### src/rtl/snn_ctrl_pkg.sv
// Shared types and helpers for the SNN inference sequencer.
package snn_ctrl_pkg;

    typedef enum logic [1:0] {
        IDLE   = 2'd0,
        RUN    = 2'd1,
        REPORT = 2'd2
    } ctrl_state_e;

    localparam int UNDERRUN_W = 16;

    function automatic int cls_w(input int n);
        return (n <= 2) ? 1 : $clog2(n);
    endfunction

endpackage

### src/rtl/spike_fifo.sv
// Input-spike word buffer; head is combinational and reads zero when empty.
module spike_fifo #(
    parameter int WIDTH = 4,
    parameter int DEPTH = 8
) (
    input  logic             clk,
    input  logic             rst_n,
    input  logic             push,
    input  logic             pop,
    input  logic [WIDTH-1:0] din,
    output logic             full,
    output logic             empty,
    output logic [WIDTH-1:0] head
);

    localparam int AW = $clog2(DEPTH);

    logic [WIDTH-1:0] r_mem [DEPTH];
    logic [AW-1:0]    r_wr_ptr;
    logic [AW-1:0]    r_rd_ptr;
    logic [AW:0]      r_count;
    logic             w_push;
    logic             w_pop;

    assign full   = (r_count == (AW+1)'(DEPTH));
    assign empty  = (r_count == '0);
    assign w_push = push && !full;
    assign w_pop  = pop && !empty;
    assign head   = empty ? '0 : r_mem[r_rd_ptr];

    always_ff @(posedge clk) begin
        if (w_push) begin
            r_mem[r_wr_ptr] <= din;
        end
    end

    always_ff @(posedge clk or negedge rst_n) begin
        if (!rst_n) begin
            r_wr_ptr <= '0;
            r_rd_ptr <= '0;
            r_count  <= '0;
        end else begin
            if (w_push) r_wr_ptr <= r_wr_ptr + AW'(1);
            if (w_pop)  r_rd_ptr <= r_rd_ptr + AW'(1);
            case ({w_push, w_pop})
                2'b10:   r_count <= r_count + (AW+1)'(1);
                2'b01:   r_count <= r_count - (AW+1)'(1);
                default: r_count <= r_count;
            endcase
        end
    end

endmodule

### src/rtl/snn_inference_ctrl.sv
// Window sequencer for the SNN core: feeds buffered spike words, counts output spikes, reports argmax.
// Build option SNN_CTRL_SAT_STATS_EN: saturating spike counters plus an underrun_cnt output.
//
//   state  | meaning
//   IDLE   | waiting for core ready and a buffered word
//   RUN    | window in progress, net_start held, samples and spikes counted
//   REPORT | result held on res_* until consumer accepts
module snn_inference_ctrl
    import snn_ctrl_pkg::*;
#(
    parameter int N_IN       = 4,
    parameter int N_OUT      = 2,
    parameter int FIFO_DEPTH = 8,
    parameter int WINDOW     = 6,
    parameter int CNT_W      = 8
) (
    input  logic                     clk,
    input  logic                     rst_n,
    input  logic                     in_valid,
    output logic                     in_ready,
    input  logic [N_IN-1:0]          in_data,
    input  logic                     net_ready,
    output logic                     net_start,
    output logic                     net_sample_ready,
    input  logic                     net_sample,
    output logic [N_IN-1:0]          net_in_spikes,
    input  logic [N_OUT-1:0]         net_out_spikes,
    output logic                     res_valid,
    input  logic                     res_ready,
    output logic [cls_w(N_OUT)-1:0]  res_class,
    output logic [N_OUT*CNT_W-1:0]   res_counts,
    output logic                     busy
`ifdef SNN_CTRL_SAT_STATS_EN
    ,
    output logic [UNDERRUN_W-1:0]    underrun_cnt
`endif
);

    localparam int CLS_W  = cls_w(N_OUT);
    localparam int SAMP_W = $clog2(WINDOW + 1);

    ctrl_state_e            r_state;
    ctrl_state_e            w_state_nxt;
    logic [CNT_W-1:0]       r_cnt [N_OUT];
    logic [CNT_W-1:0]       w_cnt_nxt [N_OUT];
    logic [SAMP_W-1:0]      r_samp_cnt;
    logic [N_OUT*CNT_W-1:0] r_res_counts;
    logic [CLS_W-1:0]       r_res_class;
    logic [CLS_W-1:0]       w_best_idx;
    logic [CNT_W-1:0]       w_best_cnt;
    logic                   w_full;
    logic                   w_empty;
    logic                   w_push;
    logic                   w_pop;
    logic                   w_window_done;
    logic                   w_res_fire;

    assign w_push        = in_valid && !w_full;
    assign w_pop         = (r_state == RUN) && net_sample && !w_empty;
    assign w_window_done = w_pop && (r_samp_cnt == SAMP_W'(WINDOW - 1));
    assign w_res_fire    = (r_state == REPORT) && res_ready;

    assign in_ready   = !w_full;
    assign busy       = (r_state != IDLE);
    assign res_counts = r_res_counts;
    assign res_class  = r_res_class;

    spike_fifo #(
        .WIDTH (N_IN),
        .DEPTH (FIFO_DEPTH)
    ) u_fifo (
        .clk   (clk),
        .rst_n (rst_n),
        .push  (w_push),
        .pop   (w_pop),
        .din   (in_data),
        .full  (w_full),
        .empty (w_empty),
        .head  (net_in_spikes)
    );

    always_comb begin
        w_state_nxt      = r_state;
        net_start        = 1'b0;
        net_sample_ready = 1'b0;
        res_valid        = 1'b0;
        case (r_state)
            IDLE: begin
                if (net_ready && !w_empty) w_state_nxt = RUN;
            end
            RUN: begin
                net_start        = 1'b1;
                net_sample_ready = !w_empty;
                if (w_window_done) w_state_nxt = REPORT;
            end
            REPORT: begin
                res_valid = 1'b1;
                if (res_ready) w_state_nxt = IDLE;
            end
            default: w_state_nxt = IDLE;
        endcase
    end

    // Spikes only count while RUN, so the final-sample cycle is included in the latched result.
    always_comb begin
        for (int i = 0; i < N_OUT; i++) begin
            w_cnt_nxt[i] = r_cnt[i];
            if ((r_state == RUN) && net_out_spikes[i]) begin
`ifdef SNN_CTRL_SAT_STATS_EN
                if (r_cnt[i] != '1) w_cnt_nxt[i] = r_cnt[i] + CNT_W'(1);
`else
                w_cnt_nxt[i] = r_cnt[i] + CNT_W'(1);
`endif
            end
        end
    end

    always_comb begin
        w_best_idx = '0;
        w_best_cnt = w_cnt_nxt[0];
        for (int i = 1; i < N_OUT; i++) begin
            if (w_cnt_nxt[i] > w_best_cnt) begin
                w_best_cnt = w_cnt_nxt[i];
                w_best_idx = CLS_W'(i);
            end
        end
    end

    always_ff @(posedge clk or negedge rst_n) begin
        if (!rst_n) begin
            r_state      <= IDLE;
            r_samp_cnt   <= '0;
            r_res_counts <= '0;
            r_res_class  <= '0;
            for (int i = 0; i < N_OUT; i++) r_cnt[i] <= '0;
        end else begin
            r_state <= w_state_nxt;
            if (w_res_fire) begin
                r_samp_cnt <= '0;
                for (int i = 0; i < N_OUT; i++) r_cnt[i] <= '0;
            end else begin
                for (int i = 0; i < N_OUT; i++) r_cnt[i] <= w_cnt_nxt[i];
                if (w_pop) r_samp_cnt <= r_samp_cnt + SAMP_W'(1);
            end
            if (w_window_done) begin
                r_res_class <= w_best_idx;
                for (int i = 0; i < N_OUT; i++) r_res_counts[i*CNT_W +: CNT_W] <= w_cnt_nxt[i];
            end
        end
    end

`ifdef SNN_CTRL_SAT_STATS_EN
    logic                  w_underrun;
    logic [UNDERRUN_W-1:0] r_underrun_cnt;

    assign w_underrun   = (r_state == RUN) && net_sample && w_empty;
    assign underrun_cnt = r_underrun_cnt;

    always_ff @(posedge clk or negedge rst_n) begin
        if (!rst_n) begin
            r_underrun_cnt <= '0;
        end else if (w_underrun && (r_underrun_cnt != '1)) begin
            r_underrun_cnt <= r_underrun_cnt + UNDERRUN_W'(1);
        end
    end
`endif

endmodule

### config.mk
export PLATFORM = sky130hd
export DESIGN_NAME = snn_inference_ctrl
export DESIGN_NICKNAME = d
export VERILOG_FILES = /design/src/rtl/snn_ctrl_pkg.sv /design/src/rtl/spike_fifo.sv /design/src/rtl/snn_inference_ctrl.sv
export SDC_FILE = /design/constraint.sdc
export NUM_CORES = 1
export LEC_CHECK = 0
export CORE_UTILIZATION = 40
export DETAILED_ROUTE_END_ITERATION = 8
export PLACE_DENSITY_LB_ADDON = 0.08
export SLEW_MARGIN = 10
export SYNTH_ARGS = -nofsm -noshare
export SYNTH_HDL_FRONTEND = slang
export SYNTH_SLANG_ARGS = --single-unit
export TNS_END_PERCENT = 50
### constraint.sdc
create_clock -name clk -period 5.9 [get_ports clk]
set_input_delay 1.18 -clock clk [delete_from_list [all_inputs] [get_ports clk]]
set_output_delay 1.18 -clock clk [all_outputs]
set_load 0.005 [all_outputs]
# Word-level counts from Yosys, hierarchy flattened
# Memories as Yosys holds them, arrays and structs flattened.
# Cells that the tools add are included.
# word_totals
reg_bits	48
ram_bits	32
inputBits	12
out_inout_bits	26
elab_cells	62
mem_count	1
# mem_list
name	depth	width	rd	rd_ports_with_merged_regs	wr	line	text
u_fifo.r_mem	8	4	1	0	1	spike_fifo.sv:18	logic [WIDTH-1:0] r_mem [DEPTH];
# op_classes
n_addsub	7
order_cmp	1
eq_ne	9
muxes	17
n_reduce_logical	18
# ops
cell	count
8-bit by 1-bit adder with 8-bit output, second input constant	2
16-bit two-way mux	1
8-bit two-way mux	2
1-bit logical AND	10
3-bit by 1-bit adder with 3-bit output, second input constant	3
8-bit greater-than comparator	1
4-bit case mux with 2 select lines	1
1-bit two-way mux	6
2-bit two-way mux	3
3-bit two-way mux	2
2-bit != test, second input constant	3
2-bit case mux with 3 select lines	1
2-bit nonzero test	3
4-bit by 1-bit adder with 4-bit output, second input constant	1
2-bit by 1-bit equality test with 1-bit output, second input constant	2
2-bit equality test, second input constant	2
4-bit equality test, second input constant	1
4-bit logical NOT	1
4-bit two-way mux	1
4-bit by 1-bit subtractor with 4-bit output, second input constant	1
3-bit equality test, second input constant	1
3-bit AND reduction	1
1-bit logical NOT	2
2-bit logical NOT	1

# Logic depth before layout (Yosys ltp)
# Gate-level depths: netlist (run 1).
# depth
ltp_word	6
ltp_mapped	10
ltp_nobuf	9

# By module
# Synthesis (run 1) repeated with hierarchy kept, for this count alone.
# hier_totals
cells_unflattened	303
hier_area_um2	3841.2
# modules_own_cells
mod	n_inst	cells_per_inst	area_each_um2	seq_area_each_um2
snn_inference_ctrl	1	192	2025.7	950.9
spike_fifo	1	111	1815.5	1211.2

# Worst setup path after synthesis (run 1)
# Ideal clock, no wire load.
# synth_timing
path_kind	input -> register
start	in net_sample
end	reg u_fifo.r_count[3]
setup_time_ns	0.116
t_arrival_ns	2.740
t_required_ns	5.784
setup_slack_ns	3.044
path_stages	8
n_path_buf	0
cell_sequence	and3b_1 -> nand2_1 -> inv_1 -> ha_1 -> ha_1 -> a21oi_1 -> o21ai_0 -> o311ai_0
# synth_via
elab_chain_len	5
elab_cells_between_ends	7
cone_classes	eq/ne: 2; mux: 1; reduce/logical: 4
# synth_rtl
element	line	text
start, declared	snn_inference_ctrl.sv:25	input logic net_sample,
1-bit logical AND (*) (2 in series)	snn_inference_ctrl.sv:59	assign w_pop = (r_state == RUN) && net_sample && !w_empty;
1-bit logical AND (*)	spike_fifo.sv:28	assign w_pop = pop && !empty;
net u_fifo.w_pop	spike_fifo.sv:23	logic w_pop;
2-bit by 1-bit equality test with 1-bit output or 2-bit equality test (tied branches)	spike_fifo.sv:45	case ({w_push, w_pop})
4-bit case mux with 2 select lines or 2-bit nonzero test (tied branches)	--	
end signal, assigned	spike_fifo.sv:46	2'b10: r_count <= r_count + (AW+1)'(1);
end signal, assigned	spike_fifo.sv:47	2'b01: r_count <= r_count - (AW+1)'(1);
end signal, assigned	spike_fifo.sv:48	default: r_count <= r_count;
end, declared	spike_fifo.sv:21	logic [AW:0] r_count;
# Mark *: on every way through the listed nets, which the timed path passes. The rest lies on a longest branch.
# A chain may end at the register's enable or synchronous reset.

# Final worst setup path (run 1)
# layout_timing
start	reg u_fifo.r_rd_ptr[0]
end	out net_in_spikes[1]
# layout_via
elab_chain_len	2
# layout_rtl
element	line	text
start, declared	spike_fifo.sv:20	logic [AW-1:0] r_rd_ptr;
start signal, assigned	spike_fifo.sv:44	if (w_pop) r_rd_ptr <= r_rd_ptr + AW'(1);
memory read 8 x 4 bit	--	
4-bit two-way mux	spike_fifo.sv:29	assign head = empty ? '0 : r_mem[r_rd_ptr];
end, declared	snn_inference_ctrl.sv:26	output logic [N_IN-1:0] net_in_spikes,
# No other way between the ends.

==> results of run 1 <==
==> cells by family after synthesis <==
kind of cell | count (synthesis) | share of synthesized area (%)
flops | 80 | 58.48
xor+xnor | 19 | 4.501
fa+ha+maj | 18 | 6.294
mux | 21 | 8.595
simple gates | 113 | 15.47
compound gates | 28 | 4.163
buf+inv | 19 | 2.504
==> layer usage <==
| metal | track usage (%) | part of all wire, % |
|---|---|---|
| met5 | 0 | 0 |
| met2 | 29.25 | 52 |
| met3 | 4.581 | 2.7 |
| met4 | 3.789 | 0.73 |
| met1 | 18.89 | 45 |
==> path summary, 6_finish.rpt <==
path | startpoint | end | depth (start not counted) | slack, ns
setup / recovery | u_fifo.r_rd_ptr[0]$_DFFE_PN0P_ | net_in_spikes[1] | 4 | 2.36
hold / removal | res_counts[0]$_DFFE_PN0P_ | res_counts[0]$_DFFE_PN0P_ | 2 | 0.48
setup reg to reg | u_fifo.r_count[1]$_DFFE_PN0P_ | u_fifo.r_count[3]$_DFFE_PN0P_ | 7 | 3.12
hold reg to reg | res_counts[0]$_DFFE_PN0P_ | res_counts[0]$_DFFE_PN0P_ | 2 | 0.48
max in group asynchronous | rst_n | res_counts[7]$_DFFE_PN0P_ | 2 | 4.55
min in group asynchronous | rst_n | r_state[0]$_DFFE_PN0P_ | 2 | 0.92
==> flip-flops by register name (all words and copies together) (netlist names) <==
signal,cells
res_counts,16
u_fifo.r_count,4
r_state,2
r_cnt,16
u_fifo.r_wr_ptr,3
r_samp_cnt,3
u_fifo.r_mem,32
res_class,1
u_fifo.r_rd_ptr,3
==> synthesized netlist by cell type (2+ instances only) <==
cell	n	share of area (%)
xnor2_1	13	3.1
mux2_2	6	1.8
o21ai_0	12	1.6
nor3b_1	2	0.41
nand4b_1	3	0.71
nand4_1	7	1.2
and2_1	7	1.2
xor2_1	6	1.4
and3_1	2	0.34
nand2_1	28	2.8
ha_1	17	5.8
nand3b_1	2	0.41
nand2b_1	4	0.68
or2_2	2	0.34
clkbuf_1	4	0.41
mux2i_1	7	1.9
buf_2	3	0.41
nor2b_1	3	0.51
mux4_2	8	4.9
a21oi_1	12	1.6
nor2_1	34	3.5
nand3_1	6	0.81
inv_1	10	1.0
nor3_1	4	0.54
dfrtp_1	48	32
nor4_1	2	0.34
o31a_1	2	0.47
edfxtp_1	32	26
==> where the power goes <==
part           switching (W)  internal, W
Sequential          0.000169     0.000751
Clock               0.000209     0.000199
Combinational       0.000395     0.000462
==> layout make-up <==
class / count / area, sq um / share of cell area, %
repair buffers: 39 / 380.4 / 8.723
clock buffers: 9 / 123.9 / 2.841
inverters: 10 / 37.54 / 0.8608
multi-input cells: 199 / 1443 / 33.08
clock inverters: 7 / 78.83 / 1.808
well taps: 108 / 135.1 / 3.099
flip-flops and latches: 80 / 2162 / 49.58
==> worst max-delay path, stage by stage (launching register included) <==
cell	delay [ns]
dfrtp_1	0.73
mux4_2	0.59
mux2i_1	0.19
nor2_1	0.06
clkdlybuf4s50_1	0.45
==> per-stage QoR <==
step           total power [W]  cell area, sq um
2_1_floorplan         0.001451              3697
3_5_place_dp          0.001803              4158
5_1_grt               0.002367              4360
4_1_cts               0.002221              4360
3_3_place_gp          0.001788              4158
6_report              0.002185              4360
==> flow_results.org, run 1 <==
** Status
- Run status :: finished clean

** STA
- Maximum clock skew at final layout :: 0.006666 ns
- Setup violations remaining at the end of the flow were counted as 0.
- Setup repair after global routing left no endpoint under its margin.
- Headroom to the max-slew limit came out at 49.45%.
- Across all hold checks on the routed design, the worst slack comes to 0.4835 ns.
- Worst Setup Slack, final :: 2.358 ns
- Fin crit period :: 3.542 ns
- Fin. max-slew vios :: 0
- Least-Margin Pin Slew :: 0.7525 ns
- Setup total negative slack on the finished layout was measured at 0 ns.
- Hold violation count in the final report :: 0
- Static timing analysis puts the maximum clock frequency at 282.4 MHz.
- In the finished design, the share of the clock period the worst path needs comes to 60.03%.

** Yosys
- Counting every instance in the synthesized netlist gives 298.
- Yosys printed 0 warnings.
- Cell area after synthesis :: 0.003697 sq mm
- Netlist cell types :: 40
- In this run the mean area of a mapped cell was 12.41 sq um.
- Ys async rst share :: 60.00%
- Sequential cell area fraction in the yosys report :: 58.48%
- Number of nets produced by synthesis :: 328
- In this run, synthesis produced a sequential element count of 80.
- In this run, synthesis inferred 32 flip-flops with an integrated enable.
- For this run, the leading register cell type out of synthesis is dfrtp_1.

** Floorplan
- Site row count :: 34
- Initial core utilization :: 41.78%
- The die covers 0.009631 sq mm.
- Die height :: 98.14 microns
- The floorplan step defined a core boundary enclosing 0.008848 sq mm.
- For this design the top-level I/O count stands at 38.
- X dimension of the die :: 98.14 microns

** Power and ir drop
- IR analysis of the VDD net gives a maximum drop of 236.7 uV.
- Leak Pwr :: 1.762 nW
- Pwr Density :: 501.1 mW/mm^2

** Routing
- In the routed layout, each cell is associated on average with a via count of 5.113.
- DRC viols :: 0
- DRC violation total after the first TritonRoute iteration :: 46
- Before antenna repair, the detailed router went through 6 iterations.
- Post-Route WL :: 6.982 mm
- After detailed routing, the average wire length per cell comes to 15.45 microns.
- Vias after detailed routing :: 2311
- Once detail routing completed, the nets flagged for antenna violations numbered 0.

** GRT
- Vias in the first global route :: 2369
- The number of antenna violations at the first check in global routing is 0.
- Global routing usage summed across all routing layers :: 16.14%
- Maximum number of pins on one net before global-route repair :: 49
- Summed over all layers, the global routing overflow is 0.
- Global-route wire length before repair :: 11.84 mm

** Worst setup path
- Critical path class :: reg -> out
- For the worst setup path, the data required time is 4.72 ns.
- Crit path launch type :: flip-flop
- Endpoint type of the worst setup path :: primary output
- At the worst endpoint, the arrival time is 2.36 ns.
- Largest fanout on the critical path :: 10

** Final layout
- Final nets :: 369
- Final Core Density :: 49.28%
- Most common cell after layout, fill and taps aside :: dfrtp_1
- The filler cells instantiated in the layout total 824.
- The repair_antennas step left the layout with diodes totalling 0.
- In the final layout, the share of cells above drive strength 1 is 11.34%.
- The library cells used most frequently in the layout, excluding fill and tap cells, are 48 x dfrtp_1, 36 x clkdlybuf4s50_1, 34 x nor2_1.
- Area added between synthesis and finish :: 17.94%
- Count of non-filler cells in the finished layout :: 452

** Clock network
- Worst-path clk slew :: 0.09 ns
- TritonCTS built the clock tree.
- The number of setup buffers added after CTS is 0.
- Number of buffers added by the clock tree synthesis step :: 9
- # clock sinks :: 80
- Hold buffer count at cts :: 0
- Clock network latency to the later pin of the worst-skew pair :: 0.34 ns
- Clock tree synthesis selected as its root buffer the cell clkbuf_8.
- Maximum number of buffers from clock root to sink :: 2
- The clock tree synthesis step divided the H-tree into 3 levels.
- Quantity of gates resized following cts :: 0

** Place
- I/O Buffers :: 37
- After detailed placement, the design holds a cell count of 436.
- Post-Place Setup Slack :: 2.342 ns
- Routability-driven placement finished with a final weighted congestion of 0.7638.
- Summed over all nets, the half-perimeter wirelength after detailed placement is 4.914 mm.

** Worst hold path
- Type of the worst min-delay path :: reg -> reg

** Run
- Max cap viols :: 0
(Power assumes the default switching activity.)
==> run 2: changes to the inputs <==
Clock period 5.9 ns to 3.3 ns, I/O delays scaled along.
==> run 2 against run 1 <==
The run now ends with DRC left. Sequential power rose by 78%. Cell count increased by 0.22%. Non-clock buffer count grew 1. Clock-buffer cell count is the same. First-iteration DRC count rose by 150%. Sequential share of layout area is 0.69 points lower. Register-to-register slack worse by 2.6 ns.
==> flow_results.org, run 2 (same netlist as run 1, synthesis figures left out) <==
** Routing
- The residual antenna-violating net count after detailed routing is 0 (unchanged).
- DRC violation total after the first TritonRoute iteration :: 113 (was 46)
- TritonRoute pass-1 iters :: 6 (unchanged)
- The wire length per cell after detailed routing was 15.31 microns (was 15.45 microns).
- The number of vias after detailed routing came to 2303 (was 2311).
- Post-Route WL :: 6.934 mm (was 6.982 mm)
- DRC viols :: 5 (was 0)
- Vias per std cell :: 5.084 (was 5.113)

** Worst setup path
- The element type at the critical path start was a flip-flop (unchanged).
- WP data required :: 2.64 ns (was 4.72 ns)
- The cell type of the slowest stage on the worst timing path is dfrtp_1 (unchanged).
- The kind of capture point of the worst setup path is a primary output (unchanged).
- Cells along the critical path: mux4_2, mux2i_1, nor2_1, clkdlybuf4s50_1 (unchanged).
- Largest fanout on the critical path :: 9 (was 10)
- The critical path class is reg -> out (unchanged).
- Slowest cell delay on critical path :: 0.69 ns (was 0.73 ns)
- WP data arrival :: 2.33 ns (was 2.36 ns)
- The worst setup slack for register-to-register paths came to 0.54 ns (was 3.12 ns).

** GRT
- The number of antenna violations at the first check in global routing came to 0 (unchanged).
- The via count of the first global-routing pass is 2304 (was 2369).
- Global routing usage summed across all routing layers :: 15.97% (was 16.14%)
- The first-pass GRT wire length came to 11.72 mm (was 11.84 mm).
- Maximum number of pins on one net before global-route repair :: 49 (unchanged)
- Sum of overflow across all layers after global routing :: 0 (unchanged)

** Final layout
- Biggest register :: u_fifo.r_mem (unchanged)
- Number of inserted diodes :: 0 (unchanged)
- The area taken by multi-input logic gates is 0.001443 sq mm (unchanged).
- Commonest cells after routing, fill and taps aside: 48 x dfrtp_1, 36 x clkdlybuf4s50_1, 34 x nor2_1 (unchanged).
- The number of inserted filler cells in the final layout was 804 (was 824).
- Number of flip-flops in the largest register :: 32 (unchanged)
- Register area :: 0.002162 sq mm (unchanged)
- Share of final-layout standard cells stronger than drive strength 1 :: 11.59% (was 11.34%)
- Most common cell after layout, fill and taps aside :: dfrtp_1 (unchanged)
- Final nets :: 370 (was 369)
- Area added between synthesis and finish :: 19.59% (was 17.94%)

** STA
- The number of endpoints with negative hold slack in the final report is 0 (unchanged).
- The number of pins exceeding their max-slew limit in the final report was 0 (unchanged).
- Least-Margin Pin Slew :: 0.6820 ns (was 0.7525 ns)
- The post-route clock skew came to 0.007866 ns (was 0.006666 ns).
- Setup repair after global routing missed its margin :: false (unchanged)
- The worst slew slack as a fraction of its limit came to 54.18% (was 49.45%).
- Ratio of final minimum period to clock period :: 90.51%
- The sum of negative setup slack came to 0 ns (unchanged).
- The final-report setup violation count is 0 (unchanged).
- The routed design could run at a clock period as short as 2.987 ns.
- Peak Freq :: 334.8 MHz

** Floorplan
- Placeable core region :: 0.008848 sq mm (unchanged)
- The die area is 0.009631 sq mm (unchanged).
- The die width was 98.14 microns (unchanged).
- Site row count :: 34 (unchanged)
- Initial core utilization :: 41.78% (unchanged)
- Die height :: 98.14 microns (unchanged)
- The top-level I/O count came to 38 (unchanged).

** Power and ir drop
- Pwr Density :: 926.6 mW/mm^2 (was 501.1 mW/mm^2)
- The total leakage power is 1.804 nW (was 1.762 nW).
- Worst IR drop on VDD :: 333.7 uV (was 236.7 uV)
- The power consumption was 0.004097 W (was 0.002185 W).

** Clock network
- Number of buffers added by the clock tree synthesis step :: 9 (unchanged)
- The count of hold buffers inserted by post-cts repair was 0 (unchanged).
- Clock network latency to the later pin of the worst-skew pair :: 0.35 ns (was 0.34 ns)
- The register clock-pin slew on the reported worst setup and hold paths came to 0.09 ns (about the same).
- Maximum level of the CTS H-tree :: 3 (unchanged)
- Maximum number of buffers from clock root to sink :: 2 (unchanged)
- Root buffer cell :: clkbuf_8 (unchanged)
- TritonCTS clock tree :: yes (unchanged)
- Setup bufs post-CTS :: 0 (unchanged)
- # clock sinks :: 80 (unchanged)
- Quantity of gates resized following cts :: 0 (unchanged)

** Place
- Placer congestion estimate :: 0.7681 (was 0.7638)
- The HPWL after detailed placement was 4.928 mm (was 4.914 mm).
- The count of buffers from port buffering is 37 (unchanged).

** Status
- Run status: finished with violations (was finished clean).
- The checks that failed: DRC.

** Run
- The max-cap check violation count is 0 (unchanged).

** Worst hold path
- Type of the worst min-delay path :: in -> async (was reg -> reg)
## run 2: critical path, delay by kind of cell (launching register included)
family                 cells  cell delay (ns)
buffers and inverters      1             0.44
DFF                        1             0.69
muxes                      2             0.78
and+or+nand+nor            1             0.06
## run 2: layout make-up
cell class	instances	area share [%]
Multi-Input combinational cell	199	32.63
Clock buffer	9	2.801
Timing Repair Buffer	40	8.772
Clock inverter	7	2.999
Sequential cell	80	48.90
Tap cell	108	3.056
Inverter	10	0.8489
## run 2: path summary, 6_finish.rpt
kind	startpoint	endpoint	depth (start not counted)
min in group clk	res_counts[0]$_DFFE_PN0P_	res_counts[0]$_DFFE_PN0P_	2
min reg2reg	res_counts[0]$_DFFE_PN0P_	res_counts[0]$_DFFE_PN0P_	2
max reg2reg	u_fifo.r_count[1]$_DFFE_PN0P_	u_fifo.r_count[3]$_DFFE_PN0P_	7
min	rst_n	res_counts[8]$_DFFE_PN0P_	2
max	u_fifo.r_rd_ptr[0]$_DFFE_PN0P_	net_in_spikes[1]	4
max in group asynchronous	rst_n	r_cnt[5]$_DFF_PN0_	2
## run 2: metal layers
layer | routed length, microns | global-route usage, %
met1 | 3214 | 19.79
met2 | 3465 | 27.46
met3 | 166 | 3.293
met4 | 88 | 6.200
met5 | 0 | 0
## run 2: power by group
part | switching (W) | internal [W] | total [W]
sequential | 0.000296 | 0.00134 | 0.00164
clock | 0.000400 | 0.000521 | 0.000921
combinational | 0.000705 | 0.000832 | 0.00154
total | 0.00140 | 0.00270 | 0.00410
## run 2: metrics by stage
step	std cells	util, %	hold slack [ns]	setup slack [ns]	cell area, sq um
6_report	453	49.97	0.3995	0.3132	4422
5_1_grt	453	49.97	0.4499	0.1533	4422
4_1_cts	453	49.97	0.4216	0.2457	4422
3_5_place_dp	437	47.07	0.4749	0.3121	4165
3_3_place_gp	437	47.07	0.4593	0.3600	4165
2_1_floorplan	298	-	0.3644	0.8029	3697
